## src/rtl/fan_pkg.sv

```systemverilog
// Shared definitions for the fan off-timer: one-hot timer states,
// default presets and the warning threshold.
package fan_pkg;

   // One-hot timer states, bit order {T_3, T_2, T_1, T_OFF}
   typedef enum logic [3:0] {
      T_OFF = 4'b0001,
      T_1   = 4'b0010,
      T_2   = 4'b0100,
      T_3   = 4'b1000
   } timer_state_t;

   localparam int unsigned DEF_CYC_PER_SEC = 125_000_000;
   localparam int unsigned DEF_PRESET_1    = 3600;
   localparam int unsigned DEF_PRESET_2    = 10800;
   localparam int unsigned DEF_PRESET_3    = 18000;
   localparam int unsigned DEF_WARN_SEC    = 60;

   // Button cycling order T_OFF -> T_1 -> T_2 -> T_3 -> T_OFF
   function automatic timer_state_t next_preset(input timer_state_t s);
      timer_state_t n;
      unique case (s)
         T_OFF:   n = T_1;
         T_1:     n = T_2;
         T_2:     n = T_3;
         default: n = T_OFF;
      endcase
      return n;
   endfunction

endpackage

```

## src/rtl/sec_prescaler.sv

```systemverilog
// Divides clk down to a one-cycle tick every CYC_PER_SEC enabled cycles.
module sec_prescaler #(
   parameter int unsigned CYC_PER_SEC = 125_000_000
) (
   input  logic clk,
   input  logic reset_p,
   input  logic clr,
   input  logic en,
   output logic tick
);

   localparam int unsigned   CW   = (CYC_PER_SEC > 1) ? $clog2(CYC_PER_SEC) : 1;
   localparam logic [CW-1:0] LAST = CW'(CYC_PER_SEC - 1);

   logic [CW-1:0] cnt;

   assign tick = en && (cnt == LAST);

   // Cycle counter: cleared on request, advances only while enabled
   always_ff @(posedge clk) begin
      if (reset_p) begin
         cnt <= '0;
      end else if (clr) begin
         cnt <= '0;
      end else if (en) begin
         cnt <= tick ? '0 : cnt + 1'b1;
      end
   end

endmodule

```

## src/rtl/fan_off_timer.sv

```systemverilog
// Fan off-timer: a button cycles through three countdown presets; on
// expiry the fan controller is forced to IDLE with a one-cycle set_idle.
// Optional macro FAN_TIMER_WARN_EN enables the near-expiry warn output.
module fan_off_timer
   import fan_pkg::*;
#(
   parameter int unsigned CYC_PER_SEC = DEF_CYC_PER_SEC,
   parameter int unsigned PRESET_1    = DEF_PRESET_1,
   parameter int unsigned PRESET_2    = DEF_PRESET_2,
   parameter int unsigned PRESET_3    = DEF_PRESET_3,
   parameter int unsigned WARN_SEC    = DEF_WARN_SEC
) (
   input  logic        clk,
   input  logic        reset_p,
   input  logic        btn_timer,
   input  logic        fan_en,
   input  logic        run_e,
   output logic        set_idle,
   output logic [3:0]  timer_state,
   output logic [15:0] remain_sec,
   output logic        warn
);

   if (PRESET_1 > 65535 || PRESET_2 > 65535 || PRESET_3 > 65535) begin : g_bad_preset
      $error("fan_off_timer: preset exceeds 16-bit remain_sec range");
   end
   if (WARN_SEC > 65535 || CYC_PER_SEC == 0) begin : g_bad_cfg
      $error("fan_off_timer: invalid WARN_SEC or CYC_PER_SEC");
   end

   localparam logic [15:0] P1 = 16'(PRESET_1);
   localparam logic [15:0] P2 = 16'(PRESET_2);
   localparam logic [15:0] P3 = 16'(PRESET_3);

   timer_state_t state, state_nx;
   logic [15:0]  remain_nx;
   logic         idle_nx;
   logic         pre_clr;
   logic         pre_en;
   logic         sec_tick;

   assign pre_en      = (state != T_OFF) && run_e;
   assign timer_state = state;

   sec_prescaler #(
      .CYC_PER_SEC (CYC_PER_SEC)
   ) u_prescaler (
      .clk     (clk),
      .reset_p (reset_p),
      .clr     (pre_clr),
      .en      (pre_en),
      .tick    (sec_tick)
   );

   // State, countdown and set_idle registers
   always_ff @(posedge clk) begin
      if (reset_p) begin
         state      <= T_OFF;
         remain_sec <= '0;
         set_idle   <= 1'b0;
      end else begin
         state      <= state_nx;
         remain_sec <= remain_nx;
         set_idle   <= idle_nx;
      end
   end

   // Next state: fan disable beats expiry, expiry beats the button,
   // the button beats an ordinary one-second decrement
   always_comb begin
      state_nx  = state;
      remain_nx = remain_sec;
      idle_nx   = 1'b0;
      pre_clr   = 1'b0;
      if (!fan_en) begin
         state_nx  = T_OFF;
         remain_nx = '0;
         pre_clr   = 1'b1;
      end else if (sec_tick && remain_sec == 16'd1) begin
         state_nx  = T_OFF;
         remain_nx = '0;
         idle_nx   = 1'b1;
         pre_clr   = 1'b1;
      end else if (btn_timer) begin
         state_nx = next_preset(state);
         pre_clr  = 1'b1;
         unique case (state_nx)
            T_1:     remain_nx = P1;
            T_2:     remain_nx = P2;
            T_3:     remain_nx = P3;
            default: remain_nx = '0;
         endcase
      end else if (sec_tick && remain_sec != '0) begin
         remain_nx = remain_sec - 16'd1;
      end
   end

`ifdef FAN_TIMER_WARN_EN
   localparam logic [15:0] WARN_V = 16'(WARN_SEC);

   // Warning registered from next-state values so it aligns with remain_sec
   always_ff @(posedge clk) begin
      if (reset_p) begin
         warn <= 1'b0;
      end else begin
         warn <= (state_nx != T_OFF) && (remain_nx != '0) && (remain_nx <= WARN_V);
      end
   end
`else
   assign warn = 1'b0;
`endif

endmodule

```

## config.mk

```make
export PLATFORM = sky130hd
export DESIGN_NAME = fan_off_timer
export DESIGN_NICKNAME = d
export VERILOG_FILES = /design/src/rtl/fan_pkg.sv /design/src/rtl/sec_prescaler.sv /design/src/rtl/fan_off_timer.sv
export SDC_FILE = /design/constraint.sdc
export NUM_CORES = 1
export LEC_CHECK = 0
export BUFFER_PORTS_ARGS = -buffer_cell sky130_fd_sc_hd__buf_4
export CORE_UTILIZATION = 55
export DETAILED_ROUTE_END_ITERATION = 10
export PLACE_DENSITY = 0.75
export SLEW_MARGIN = 20
export SYNTH_ARGS = -nofsm -noshare
export SYNTH_HDL_FRONTEND = slang
export SYNTH_SLANG_ARGS = --single-unit
```

## constraint.sdc

```tcl
create_clock -name clk -period 2.4 [get_ports clk]
set_clock_uncertainty 0.05 [all_clocks]
set_input_delay 0.72 -clock clk [delete_from_list [all_inputs] [get_ports clk]]
set_output_delay 0.72 -clock clk [all_outputs]
set_load 0.03 [all_outputs]
```

# Word level (Yosys, flattened, before mapping)
# Cells that the tools add are included.
[op_classes]
add_sub_neg = 2
multipliers = 0
div = 0
magnitude_cmp = 0
n_eq_ne = 9
shift = 0
mux = 12
n_bitwise = 1
reduce_logical = 9
[ops]
columns = ["operator", "n"]
rows = [
  ["15-bit one-hot mux with 3 select lines", 1],
  ["16-bit two-way mux", 2],
  ["27-bit by 1-bit adder with 27-bit output, second input constant", 1],
  ["27-bit == test, second input constant", 1],
  ["27-bit two-way mux", 1],
  ["16-bit by 1-bit == test with 1-bit output, second input constant", 1],
  ["16-bit nonzero test", 1],
  ["16-bit by 1-bit subtractor with 16-bit output, second input constant", 1],
  ["4-bit two-way mux", 3],
  ["4-bit one-hot mux with 3 select lines", 1],
  ["4-bit by 2-bit == test with 1-bit output, second input constant", 2],
  ["4-bit by 3-bit == test with 1-bit output, second input constant", 2],
  ["4-bit by 1-bit == test with 1-bit output, second input constant", 1],
  ["4-bit == test, second input constant", 1],
  ["1-bit logical AND", 4],
  ["1-bit two-way mux", 4],
  ["4-bit by 1-bit inequality test with 1-bit output, second input constant", 1],
  ["2-bit OR reduction", 2],
  ["3-bit OR reduction", 1],
  ["2-bit nonzero test", 1],
  ["1-bit NOT", 1],
]
[totals]
register_bits = 48
latch_bits = 0
ram_bits = 0
romBits = 0
out_inout_bits = 22
word_cells = 37
mem_count = 0

# Longest topological paths before layout
[logic_depth]
depth_word = 9
ltp_mapped = 9
mapped_depth_nobuf = 7

# By module
# From an unflattened synthesis, not the netlist that was laid out.
[hier_totals]
hier_cells = 314
area_unflattened_um2 = 2590.0
[by_module_without_submodules]
columns = ["module", "n_inst", "cells_each", "area_per_inst_um2"]
rows = [
  ["sec_prescaler", 1, 159, 1327.5],
  ["fan_off_timer", 1, 155, 1262.5],
]

# Worst setup path before layout
# No wires, ideal clock.
[synth_timing]
path_kind = "reg-to-reg"
start = "reg state[0], in the netlist timer_state[0]"
end = "reg remain_sec[5]"
setup_time_ns = 0.086
t_arrival_ns = 2.211
required_ns = 2.264
path_slack_ns = 0.053
path_stages_with_launch = 9
period_less_slack_ns = 2.347
path_cell_list = "dfxtp_1 -> buf_2 -> or4b_2 -> nand3b_1 -> or3_4 -> buf_6 -> buf_6 -> o21ai_0 -> a211oi_1"
[synth_via]
elab_chain_len = 8
word_cells_on_any_way = 19
[synth_lines]
columns = ["item", "line_no", "text"]
rows = [
  ["from (decl)", "fan_off_timer.sv:35", "timer_state_t state, state_nx;"],
  ["from (signal assigned)", "fan_off_timer.sv:62", "state <= state_nx;"],
  ["4-bit by 3-bit == test with 1-bit output, or another cell as far along", "fan_pkg.sv:22", "unique case (s)"],
  ["4-bit one-hot mux with 3 select lines", "fan_pkg.sv:22", ""],
  ["4-bit two-way mux", "fan_off_timer.sv:84", "end else if (btn_timer) begin"],
  ["4-bit two-way mux", "fan_off_timer.sv:79", "end else if (sec_tick && remain_sec == 16'd1) begin"],
  ["4-bit two-way mux", "fan_off_timer.sv:75", "if (!fan_en) begin"],
  ["4-bit == test, or another cell as far along", "fan_off_timer.sv:87", "unique case (state_nx)"],
  ["15-bit one-hot mux with 3 select lines", "fan_off_timer.sv:87", ""],
  ["16-bit two-way mux", "fan_off_timer.sv:84", ""],
  ["to (signal assigned)", "fan_off_timer.sv:63", "remain_sec <= remain_nx;"],
  ["to (decl)", "fan_off_timer.sv:20", "output logic [15:0] remain_sec,"],
]
# Several ways; a longest one is shown, not always the timed one. The select of a mux whose other input is x is not followed.
# A chain may end at the register's enable or synchronous reset.

# Final worst setup path
[layout_timing]
start = "reg u_prescaler.cnt[11]"
end = "reg u_prescaler.cnt[12]"
[layout_via]
elab_chain_len = 6
word_cells_on_any_way = 8
[layout_lines]
columns = ["item", "line_no", "text"]
rows = [
  ["from (decl)", "sec_prescaler.sv:15", "logic [CW-1:0] cnt;"],
  ["from (signal assigned)", "sec_prescaler.sv:26", "cnt <= tick ? '0 : cnt + 1'b1;"],
  ["parallel branches: the longest is 6 deep, another holds 27-bit by 1-bit adder with 27-bit output", "n/a", ""],
]
# Several ways; the timed one is not identified.

==> results.md <==
- Die width: ~70 um
- Pwr dens: 539 mW/mm2
- RD Place Congestion: 0.840
- Vias in the first global route: between 2000 and 2500
- WL final: 5670 um
- RSZ-0062 raised after global routing: yes
- Dpl ws: 0.0339 ns
- Fmax: 0.433 GHz
- Seq/Total Area, Yosys: 38.3%
- Root cell of the clock tree: clkbuf_8
- Dpl cell area: 0.00292 mm2
- Maxcap violations: 0
- Clock insertion delay at the later pin of the skew report: 0.30 ns
- Dominant synthesized flop cell: dfxtp_1
- Number of I/O pins: 27
- Initial DRC Count: ~150
- Diode count: 0
- Clock transition at path regs: 0.08 ns
- Initial core utilization: between 50% and 60%
- Placed wire-length estimate: 4110 um
- Post-synth EDFFs: 0
- Setup TNS: 0 ns
- CTS Buf Count: 5
- Share of layout cells above drive strength 1: 21.7%
- CP Max Fanout: 16
- Synth Net Count: 307
- Placed insts: 390
- Pwr Total: 1.65 mW
- CP endpoint kind: register
- Mapped cell area: 0.00251 mm2
- CTS tree: yes
- Largest cells by area after synthesis: dfxtp_1 38%, nor2_1 6.1%, a21oi_1 4.8%
- Depth of the CTS H-tree: 2
- WP data arrival: between 2 and 2.5 ns
- Die Area: 0.00484 mm2
- Residual DRC count: 0
- Fin util: 69.9%
- Required @ worst endpoint: 2.54 ns
- Setup ws final: 0.0881 ns
- Chip Height: roughly 70 um
- Commonest non-fill, non-tap cell in the layout: buf_4
- Via count: 2322
- CTS Sinks: 48
- VDD IR max: approximately 0.37 mV
- Setup CP Type: register to register
- Hold Crit Class: register to register
- Synth Register Bits: 48
- Fin. max-slew vios: 0
- Worst setup SP type: register
- Initial antenna violation count: 0
- Endpoints failing hold: 0
- DRT Pass-1 Iters: 4
- Worst setup endpoint: u_prescaler.cnt[12]
- Final nets: 354
- Slew margin rel.: between 60% and 70%
- Slew @ Worst Pin: 0.527 ns
- Reg-to-reg slack, setup: 0.09 ns
- Most area-hungry cell type in the Yosys netlist: dfxtp_1
- Synthesized instance count: around 300
- First-pass GRT wire length: 9600 um
- Worst-case reg-to-reg path depth: 7
- Synth async-reset ratio: 0%
- # setup viols final: 0
- Reg2reg start: u_prescaler.cnt[11]
- Core area: 0.00438 mm2
- Clock buffer depth: 2
- Non-filler cells, final: 397
- GRT Residual Overflow: 0
- Largest net degree at the start of global routing: 17
- Post-route cell area: just over 0.003 mm2
- Syn avg cell area: 8.42 um2
- Routed len/inst: 14.3 um
- Worst r2r dst: u_prescaler.cnt[12]
- Most frequent cells in the layout: 49 x buf_4, 48 x dfxtp_1, 41 x nor2_1
- CP startpoint: u_prescaler.cnt[11]
- Final Cycle Share: 96.3%
- Via density: 5.85
- YS warnings: 0
- Distinct cells, synth: 53
- Min Tclk post-route: 2.31 ns
- Port bufs: 25
- Status: finished clean
- Layout area overhead: 22.0%
- Row cnt: 24
- All-Layer GR Usage: 24.2%
- ANT nets after route: 0
- Top-area cell type share of the netlist area: a little under two fifths
- Leakage power: 1.11 nW
- Worst hold slack: roughly 0.43 ns
-- worst min path at each step --
| stage | startpoint | end | depth (start not counted) |
|---|---|---|---|
| floorplan | u_prescaler.cnt[1] | u_prescaler.cnt[1] | 2 |
| global placement | u_prescaler.cnt[1] | u_prescaler.cnt[1] | 2 |
| detailed placement | u_prescaler.cnt[1] | u_prescaler.cnt[1] | 2 |
| CTS | u_prescaler.cnt[1] | u_prescaler.cnt[1] | 2 |
| global route | u_prescaler.cnt[1] | u_prescaler.cnt[1] | 2 |
| finish | u_prescaler.cnt[1] | u_prescaler.cnt[1] | 2 |
-- state kept, by name, indices dropped and copies added (netlist names) --
signal	count
set_idle	1
u_prescaler.cnt	27
timer_state	4
remain_sec	16
-- layer usage --
metal	up-vias	part of all wire [%]	global-route usage, %
met5	-	0	0
li1	1155	-	-
met1	1081	45	30.5
met2	71	49	42.2
met4	0	2.3	9.07
met3	15	3.7	3.05
-- where the power goes --
| part | switching [mW] | internal [mW] |
|---|---|---|
| Clock | 0.259 | 0.410 |
| Combinational | 0.101 | 0.0699 |
| Sequential | 0.00809 | 0.803 |
-- kinds of logic after synthesis --
| group | Yosys count | synth area share [%] |
|---|---|---|
| other | 1 | 0.149 |
| and+or+nand+nor | 145 | 33.6 |
| buffers and inverters | 20 | 4.04 |
| AOI/OAI and AO/OA | 57 | 13.9 |
| DFF | 48 | 38.3 |
| xor gates and xnor gates | 23 | 8.03 |
| adders and majority gates | 4 | 1.99 |
-- cell type report --
class                   instances  area [um2]
clock buffers                   5        68.8
clock inverters                 2        60.1
fillers                       358        1320
inverters                       9        33.8
multi-input cells             230        1470
flip-flops and latches         48         961
well taps                      52        65.1
repair buffers                 51         408
-- cells in the mapped netlist (all sizes together) (2+ instances only) --
master  number
clkbuf       2
and2         2
nor4bb       3
o21ai       15
and3         5
nand4        8
or3         10
xor2        12
o31a         2
nor4         3
a21oi       24
buf          9
nor4b        4
ha           4
o31ai        2
nor3b        2
nor2        41
xnor2       11
nor3        13
nand2       21
a211oi       5
inv          9
nand3       18
dfxtp       48
or4          3
nand2b       3
nand3b       5
-- repair_timing --
action,4_1_cts,5_1_grt
gates resized for setup,0,3
endpoints found under the setup margin,0,4
setup buffers,0,0
hold buffers,0,0
-- critical path, cell delays in order, from the launching register on --
cell,delay (ns)
dfxtp_1,0.42
nand2_1,0.11
or4_4,0.44
or3_4,0.49
o21ai_0,0.24
buf_4,0.18
o22ai_1,0.09
a21o_1,0.19
No activity file was read; power rests on OpenSTA's default activity.
